<file path="src/rtl/reconhecedor.sv">
// rtl/reconhecedor.sv - recognizer for the digit code 9-0-8-3-7-4-4-3-5 with timeout and lockout
module reconhecedor #(
    parameter int TIMEOUT     = 1000,
    parameter int MAX_ERROS   = 3,
    parameter int LOCK_CICLOS = 5000
) (
    input  logic       clock,
    input  logic       reset,
    input  logic [3:0] digito,
    input  logic       valido,
    output logic [4:0] estado,
    output logic [3:0] esperado,
    output logic       aceito,
    output logic       erro,
    output logic       bloqueado
);

    localparam int IW = (TIMEOUT     > 1) ? $clog2(TIMEOUT)     : 1;
    localparam int EW = (MAX_ERROS   > 1) ? $clog2(MAX_ERROS)   : 1;
    localparam int LW = (LOCK_CICLOS > 1) ? $clog2(LOCK_CICLOS) : 1;

    localparam logic [IW-1:0] IDLE_LAST = IW'(TIMEOUT - 1);
    localparam logic [EW-1:0] ERR_LAST  = EW'(MAX_ERROS - 1);
    localparam logic [LW-1:0] LOCK_LAST = LW'(LOCK_CICLOS - 1);

    typedef enum logic {ATIVO = 1'b0, BLOQUEADO = 1'b1} state_t;

    function automatic logic [3:0] code_at(input logic [4:0] pos);
        case (pos)
            5'd0:    code_at = 4'b1001;
            5'd1:    code_at = 4'b0000;
            5'd2:    code_at = 4'b1000;
            5'd3:    code_at = 4'b0011;
            5'd4:    code_at = 4'b0111;
            5'd5:    code_at = 4'b0100;
            5'd6:    code_at = 4'b0100;
            5'd7:    code_at = 4'b0011;
            5'd8:    code_at = 4'b0101;
            default: code_at = 4'b1001;
        endcase
    endfunction

    state_t        r_state;
    logic [4:0]    r_estado;
    logic [3:0]    r_esperado;
    logic          r_aceito;
    logic          r_erro;
    logic          r_bloqueado;
    logic [IW-1:0] r_idle;
    logic [EW-1:0] r_erros;
    logic [LW-1:0] r_lock;

    state_t        w_state_nx;
    logic [4:0]    w_estado_nx;
    logic [3:0]    w_esperado_nx;
    logic          w_aceito_nx;
    logic          w_erro_nx;
    logic          w_bloqueado_nx;
    logic [IW-1:0] w_idle_nx;
    logic [EW-1:0] w_erros_nx;
    logic [LW-1:0] w_lock_nx;
    logic          w_falha;

    always_ff @(posedge clock or posedge reset) begin
        if (reset) begin
            r_state     <= ATIVO;
            r_estado    <= 5'd0;
            r_esperado  <= 4'b1001;
            r_aceito    <= 1'b0;
            r_erro      <= 1'b0;
            r_bloqueado <= 1'b0;
            r_idle      <= '0;
            r_erros     <= '0;
            r_lock      <= '0;
        end else begin
            r_state     <= w_state_nx;
            r_estado    <= w_estado_nx;
            r_esperado  <= w_esperado_nx;
            r_aceito    <= w_aceito_nx;
            r_erro      <= w_erro_nx;
            r_bloqueado <= w_bloqueado_nx;
            r_idle      <= w_idle_nx;
            r_erros     <= w_erros_nx;
            r_lock      <= w_lock_nx;
        end
    end

    always_comb begin
        w_state_nx  = r_state;
        w_estado_nx = r_estado;
        w_idle_nx   = r_idle;
        w_erros_nx  = r_erros;
        w_lock_nx   = r_lock;
        w_aceito_nx = 1'b0;
        w_erro_nx   = 1'b0;
        w_falha     = 1'b0;
        case (r_state)
            ATIVO: begin
                if (valido) begin
                    w_idle_nx = '0;
                    if (digito == code_at(r_estado)) begin
                        if (r_estado == 5'd8) begin
                            w_estado_nx = 5'd0;
                            w_aceito_nx = 1'b1;
                            w_erros_nx  = '0;
                        end else begin
                            w_estado_nx = r_estado + 5'd1;
                        end
                    end else begin
                        // a stray 9 may be the start of a fresh attempt
                        w_estado_nx = (digito == 4'b1001) ? 5'd1 : 5'd0;
                        w_falha     = (r_estado != 5'd0);
                    end
                end else if (r_estado == 5'd0) begin
                    w_idle_nx = '0;
                end else if (r_idle == IDLE_LAST) begin
                    w_idle_nx   = '0;
                    w_estado_nx = 5'd0;
                    w_falha     = 1'b1;
                end else begin
                    w_idle_nx = r_idle + IW'(1);
                end

                if (w_falha) begin
                    w_erro_nx = 1'b1;
                    if (r_erros == ERR_LAST) begin
                        w_state_nx  = BLOQUEADO;
                        w_estado_nx = 5'd0;
                        w_lock_nx   = '0;
                        w_idle_nx   = '0;
                    end else begin
                        w_erros_nx = r_erros + EW'(1);
                    end
                end
            end
            BLOQUEADO: begin
                if (r_lock == LOCK_LAST) begin
                    w_state_nx = ATIVO;
                    w_lock_nx  = '0;
                    w_erros_nx = '0;
                end else begin
                    w_lock_nx = r_lock + LW'(1);
                end
            end
            default: w_state_nx = ATIVO;
        endcase
    end

    always_comb begin
        w_bloqueado_nx = (w_state_nx == BLOQUEADO);
        w_esperado_nx  = w_bloqueado_nx ? 4'b1111 : code_at(w_estado_nx);
    end

    assign estado    = r_estado;
    assign esperado  = r_esperado;
    assign aceito    = r_aceito;
    assign erro      = r_erro;
    assign bloqueado = r_bloqueado;

endmodule

</file>
<file path="config.mk">
export PLATFORM = sky130hd
export DESIGN_NAME = reconhecedor
export DESIGN_NICKNAME = d
export VERILOG_FILES = /design/src/rtl/reconhecedor.sv
export SDC_FILE = /design/constraint.sdc
export NUM_CORES = 1
export LEC_CHECK = 0
export ABC_CLOCK_PERIOD_IN_PS = 3600
export CORE_AREA = 8 8 77 79
export CTS_CLUSTER_SIZE = 24
export DETAILED_ROUTE_END_ITERATION = 10
export DIE_AREA = 0 0 85 87
export GPL_TIMING_DRIVEN = 0
export PLACE_DENSITY = 0.68
export SLEW_MARGIN = 10
export SYNTH_ARGS = -nofsm -noshare
export SYNTH_HDL_FRONTEND = slang
export SYNTH_SLANG_ARGS = --single-unit
</file>
<file path="constraint.sdc">
create_clock -name clock -period 3.6 [get_ports clock]
set_input_delay 0.54 -clock clock [delete_from_list [all_inputs] [get_ports clock]]
set_output_delay 0.54 -clock clock [all_outputs]
set_load 0.01 [all_outputs]
</file>
==> metrics.txt, run 1 <==
area grow syn2layout=15.8%; Post-Layout Inst Area=approximately 2600 µm²; Starting Density=46.5%; Buffers on Ports=17; H-tree levels=2; synthesized area=2250 µm²; row cnt=26; gr usage total=13.7%; static leakage=1.16 nW; Synth top cells by count=dfrtp_1, o21ai_0, nand2_1, nor2_1, inv_1; dpl cells=322; first-pass GRT wire length=8.29 mm; die width=85 µm; IO Pins=19; most common cell in the netlist=dfrtp_1; warnings from Yosys=0; vias in the first global route=~1800; register area=928 µm²; Cell variety after synth=54; Clk Latency, worst-skew pair=0.29 ns; Yosys top cell by area=dfrtp_1; # DRC=0; Post-Route Setup TNS=0 ns; pin count of the biggest net entering global routing=38; 1st-pass router iterations=4; slowest stage delay, CP=0.49 ns; CTS buffer count=5; Routed Antenna Nets=0; WL final=4.78 mm; post-layout util=53.8%; post-route setup slack=0.303 ns; crit path max-delay cell type=or4b_4; CORE AREA=4850 µm²; total number of vias=1832; max_slew headroom=49.6%; worst r2r path cells=12; top cells by area, synth=dfrtp_1, o21ai_0, ha_1; share of cells above drive strength 1=12.8%; clk sinks=37; pwr dens=526 nW/µm²; Slew @ Worst Pin=0.755 ns; total die area=7400 µm²; final setup violating endpoints=0; CP most frequent cell=ha_1; CP cell instances=ha_1, or4b_4, and3_4, a211oi_4, nand4b_4, a41oi_4, a22o_2, inv_1, ha_1, nor2_1, a21oi_1, o31ai_1; Async SR Flop Fraction=100%; CTS Hold Bufs=0; hpwl dp=3.42 mm; die height=87 µm; Final Non-Filler Cells=329; antenna violations before repair=0; Slew Limit Fails=0; Diodes inserted=0; post-CTS setup repair buffer count=0; WP data required=3.79 ns; Multi-input gate area=between 1000 and 1500 µm²; Hold Path Class=reg2reg; final critical-path required period=roughly 3.3 ns; Critical Path AT=3.49 ns; VDD IR max=267 µV; DP Area=2490 µm²; root buf cell=clkbuf_8; Max Cap Viol=0; CP Capture Type=flip-flop; Yosys reg bits=37; fin nets=~290; Hold Vio Cnt, Final=0; syn_nets=roughly 270; clock-pin slew on the worst setup and hold paths=0.07 ns; clock buffer depth=2; crit share post-route=between 90 and 100%; Post-Synthesis Cells=249; CTS tree=done; Worst Path Max Fanout=10; drt initial violations=111; WL/cell=14.5 µm; Via density=5.57; prevailing post-synth register cell=dfrtp_1; pre-CTS setup slack=-0.0608 ns; GPL Wtd Cong=0.803; FMAX=303 MHz; CP Class=reg2reg; Cells on Worst Hold Path=1; Setup Skew=between 0.007 and 0.008 ns; area share of the leading cell type in the synthesized netlist=between 30% and 40%; Post-synth EDFFs=0; status=complete, no violations; post-synthesis sequential area ratio=41.2%; # fillers=451; RSZ-0062 raised after global routing=no; syn_area_per_cell=9.04 µm²; GRT overflow=0; crit start category=flip-flop
kinds of logic after synthesis:
kind of cell / share of synthesized area [%]
and+or+nand+nor: 23.4
AOI/OAI and AO/OA: 20.5
DFF: 41.2
buffers and inverters: 5.72
adders and majority gates: 5.00
xor gates and xnor gates: 2.72
muxes: 1.44
sequential cells by signal, indices dropped and copies added (netlist names):
register,flops
r_erros,2
esperado,4
bloqueado,1
aceito,1
r_lock,13
erro,1
estado,5
r_idle,10
worst paths after layout:
path / slack [ns] / start / to
max reg2reg: 0.30 / estado[1] / esperado[1]
min in group asynchronous: 0.70 / reset / r_lock[3]
min reg2reg: 0.53 / r_lock[11] / r_lock[11]
max in group asynchronous: 2.42 / reset / r_idle[2]
min: 0.53 / r_lock[11] / r_lock[11]
max: 0.30 / estado[1] / esperado[1]
where the power goes:
group	switching, mW	internal, mW	leakage, nW
Sequential	0.0678	0.485	0.498
Clock	0.144	0.173	0.0542
Combinational	0.287	0.214	0.606
critical path: cells and delay by family (launching register included):
kind	cells	cell delay (ns)
AO/OA/AOI/OAI	5	1.10
adder cells (fa/ha/maj)	2	0.52
buffers and inverters	1	0.06
flip-flops	1	0.46
AND/OR/NAND/NOR	4	1.06
layout by cell type (no fill, tap or decap), drive strengths merged, types with 2 or more instances in the layout:
master         netlist  final
and3                12     12
a31oi                3      3
a21oi                6      6
clkdlybuf4s50        0     17
ha                   9      9
nor2                25     25
dfstp                2      2
inv                 15     15
nand2b               5      5
nor3                 3      3
xnor2                3      3
clkbuf               6     12
nor2b                5      5
mux2                 2      2
o31ai                5      5
buf                  5      5
o311ai               2      2
a22o                 4      4
or2                  2      2
o21ai               38     38
xor2                 4      4
nand4                3      3
nor4                 2      2
dfrtp               35     35
nand2               24     24
nand3               11     11
timing repair:
item,4_1_cts,5_1_grt
resized for setup,0,3
pin swaps,0,1
setup endpoints to repair,1,2
layout make-up:
class / count / area share (%)
buffer: 10 / 2.64
timing repair buffer: 17 / 6.53
clock buffer: 7 / 3.69
inverter: 15 / 2.16
tap: 56 / 2.69
clock inverter: 1 / 0.192
multi-input combinational: 186 / 46.5
sequential: 37 / 35.6
routing by layer:
| metal | track usage [%] | part of all wire [%] | up-vias |
|---|---|---|---|
| met5 | 0 | 0 | - |
| met4 | 6.15 | 1.6 | 0 |
| met3 | 3.40 | 4.3 | 7 |
| met2 | 22.2 | 46 | 34 |
| met1 | 16.8 | 48 | 865 |
| li1 | - | - | 926 |
stage by stage:
step / hold WS [ns] / power, mW
2_1_floorplan: 0.473 / 0.888
4_1_cts: 0.527 / 1.37
6_report: 0.528 / 1.37
3_3_place_gp: 0.502 / 1.04
5_1_grt: 0.548 / 1.46
3_5_place_dp: 0.516 / 1.05
No activity file was read; power rests on OpenSTA's default activity.
==> inputs of run 2 (changes only) <==
--- a/config.mk
+++ b/config.mk
@@ -11,8 +11,10 @@
 export DETAILED_ROUTE_END_ITERATION = 10
 export DIE_AREA = 0 0 85 87
 export GPL_TIMING_DRIVEN = 0
+export MAX_ROUTING_LAYER = met4
 export PLACE_DENSITY = 0.68
 export SLEW_MARGIN = 10
 export SYNTH_ARGS = -nofsm -noshare
 export SYNTH_HDL_FRONTEND = slang
 export SYNTH_SLANG_ARGS = --single-unit
+export TNS_END_PERCENT = 100
==> metrics.txt, run 2 (synthesized netlist as in run 1, its figures left out) <==
root buf cell=clkbuf_8; share of cells above drive strength 1=roughly an eighth; Max Cap Viol=0; drt initial violations=113; CP Capture Type=flip-flop; final setup violating endpoints=0; 1st-pass router iterations=4; Slew @ Worst Pin=0.748 ns; Diodes inserted=0; status=complete, no violations; Clk Latency, worst-skew pair=0.29 ns; DP Area=2490 µm²; clock buffer depth=2; max_slew headroom=about half; post-CTS setup repair buffer count=0; CTS buffer count=5; total number of vias=1839; FMAX=305 MHz; Critical Path AT=3.47 ns; GPL Wtd Cong=just over 0.8; VDD IR max=267 µV; RSZ-0062 raised after global routing=no; row cnt=26; max FFs per register=13; static leakage=1.16 nW; Hold Path Class=reg2reg; total die area=7400 µm²; antenna violations before repair=0; clock-pin slew on the worst setup and hold paths=0.07 ns; pin count of the biggest net entering global routing=38; crit start category=flip-flop; die width=85 µm; WP data required=3.79 ns; Starting Density=46.5%; most common cell after layout, fill and taps aside=dfrtp_1; Slew Limit Fails=0; post-layout util=between 50% and 60%; WL/cell=14.5 µm; area grow syn2layout=15.8%; pwr dens=525 nW/µm²; Post-Route Setup TNS=0 ns; first-pass GRT wire length=around 8.3 mm; fin nets=288; final critical-path required period=about 3.3 ns; Setup Skew=just under 0.008 ns; GRT overflow=0; IO Pins=19; CORE AREA=4850 µm²; hold slack=~0.53 ns; Worst Path Max Fanout=10; CTS Hold Bufs=0; CP Class=reg2reg; Hold Vio Cnt, Final=0; clk sinks=37; H-tree levels=2; Power, Total=roughly 1.4 mW; gr usage total=14.1%; WL final=~4.8 mm; hpwl dp=3.42 mm; # DRC=0; most frequent cells in the layout=dfrtp_1, o21ai_0, nor2_1, nand2_1, clkdlybuf4s50_1; Buffers on Ports=17; die height=87 µm; Routed Antenna Nets=0; Post-Layout Inst Area=2610 µm²; vias in the first global route=1801; Biggest register=r_lock; crit share post-route=between 90% and 100%; Via density=5.59; CTS tree=done
## run 2: cell counts in the layout (fill, tap and decap cells not counted)
No cell type changed its count.
## run 2: worst paths after layout
path                             from  cells after the start     endpoint  slack (ns)
hold / removal             r_lock[11]                      1   r_lock[11]        0.53
min in group asynchronous       reset                      2    r_lock[3]        0.70
hold reg to reg            r_lock[11]                      1   r_lock[11]        0.53
max in group asynchronous       reset                      2    estado[3]        2.43
setup reg to reg            estado[1]                     12  esperado[1]        0.32
setup / recovery            estado[1]                     12  esperado[1]        0.32
## run 2: repair_timing
action / in CTS / in global routing
setup endpoints to repair: 1 / 2
gates resized for setup: 0 / 3
pin swaps: 0 / 1
endpoints found under the hold margin: 0 / 0
## run 2: area by class of cell
cell class / instances / area (µm²)
Clock buffer: 7 / 96.3
Multi-Input combinational cell: 186 / 1210
Clock inverter: 1 / 5.00
Timing Repair Buffer: 17 / 170
Buffer: 10 / 68.8
Sequential cell: 37 / 928
Inverter: 15 / 56.3
Tap cell: 56 / 70.1
Fill cell: 451 / 2240
## run 2: per-layer routing
| metal | vias to the layer above | GRT usage, % | wire length (µm) |
|---|---|---|---|
| met2 | 37 | 22.2 | 2220 |
| li1 | 922 | - | - |
| met5 | - | - | 0 |
| met1 | 873 | 17.1 | 2310 |
| met3 | 7 | 3.02 | 162 |
| met4 | 0 | 6.15 | 77 |
## run 2: metrics by stage
stage / cells / setup WS (ns)
2_1_floorplan: 249 / 0.471
3_3_place_gp: 322 / -0.0419
3_5_place_dp: 322 / -0.0608
4_1_cts: 329 / 0.0115
5_1_grt: 329 / 0.0132
6_report: 329 / 0.319
## run 2: report_power, final
group	switching, mW	internal (mW)	leakage (nW)
registers	0.0681	0.485	0.498
logic	0.287	0.214	0.606
clock network	0.143	0.173	0.0542
## run 2: critical path, stage by stage (launching register included)
cell and delay [ns]:
dfrtp_1 0.46, ha_1 0.21, or4b_4 0.49, and3_4 0.20, a211oi_4 0.28, nand4b_4 0.24, a41oi_4 0.27, a22o_2 0.27
inv_1 0.06, ha_1 0.30, nor2_1 0.12, a21oi_1 0.06, o31ai_1 0.22
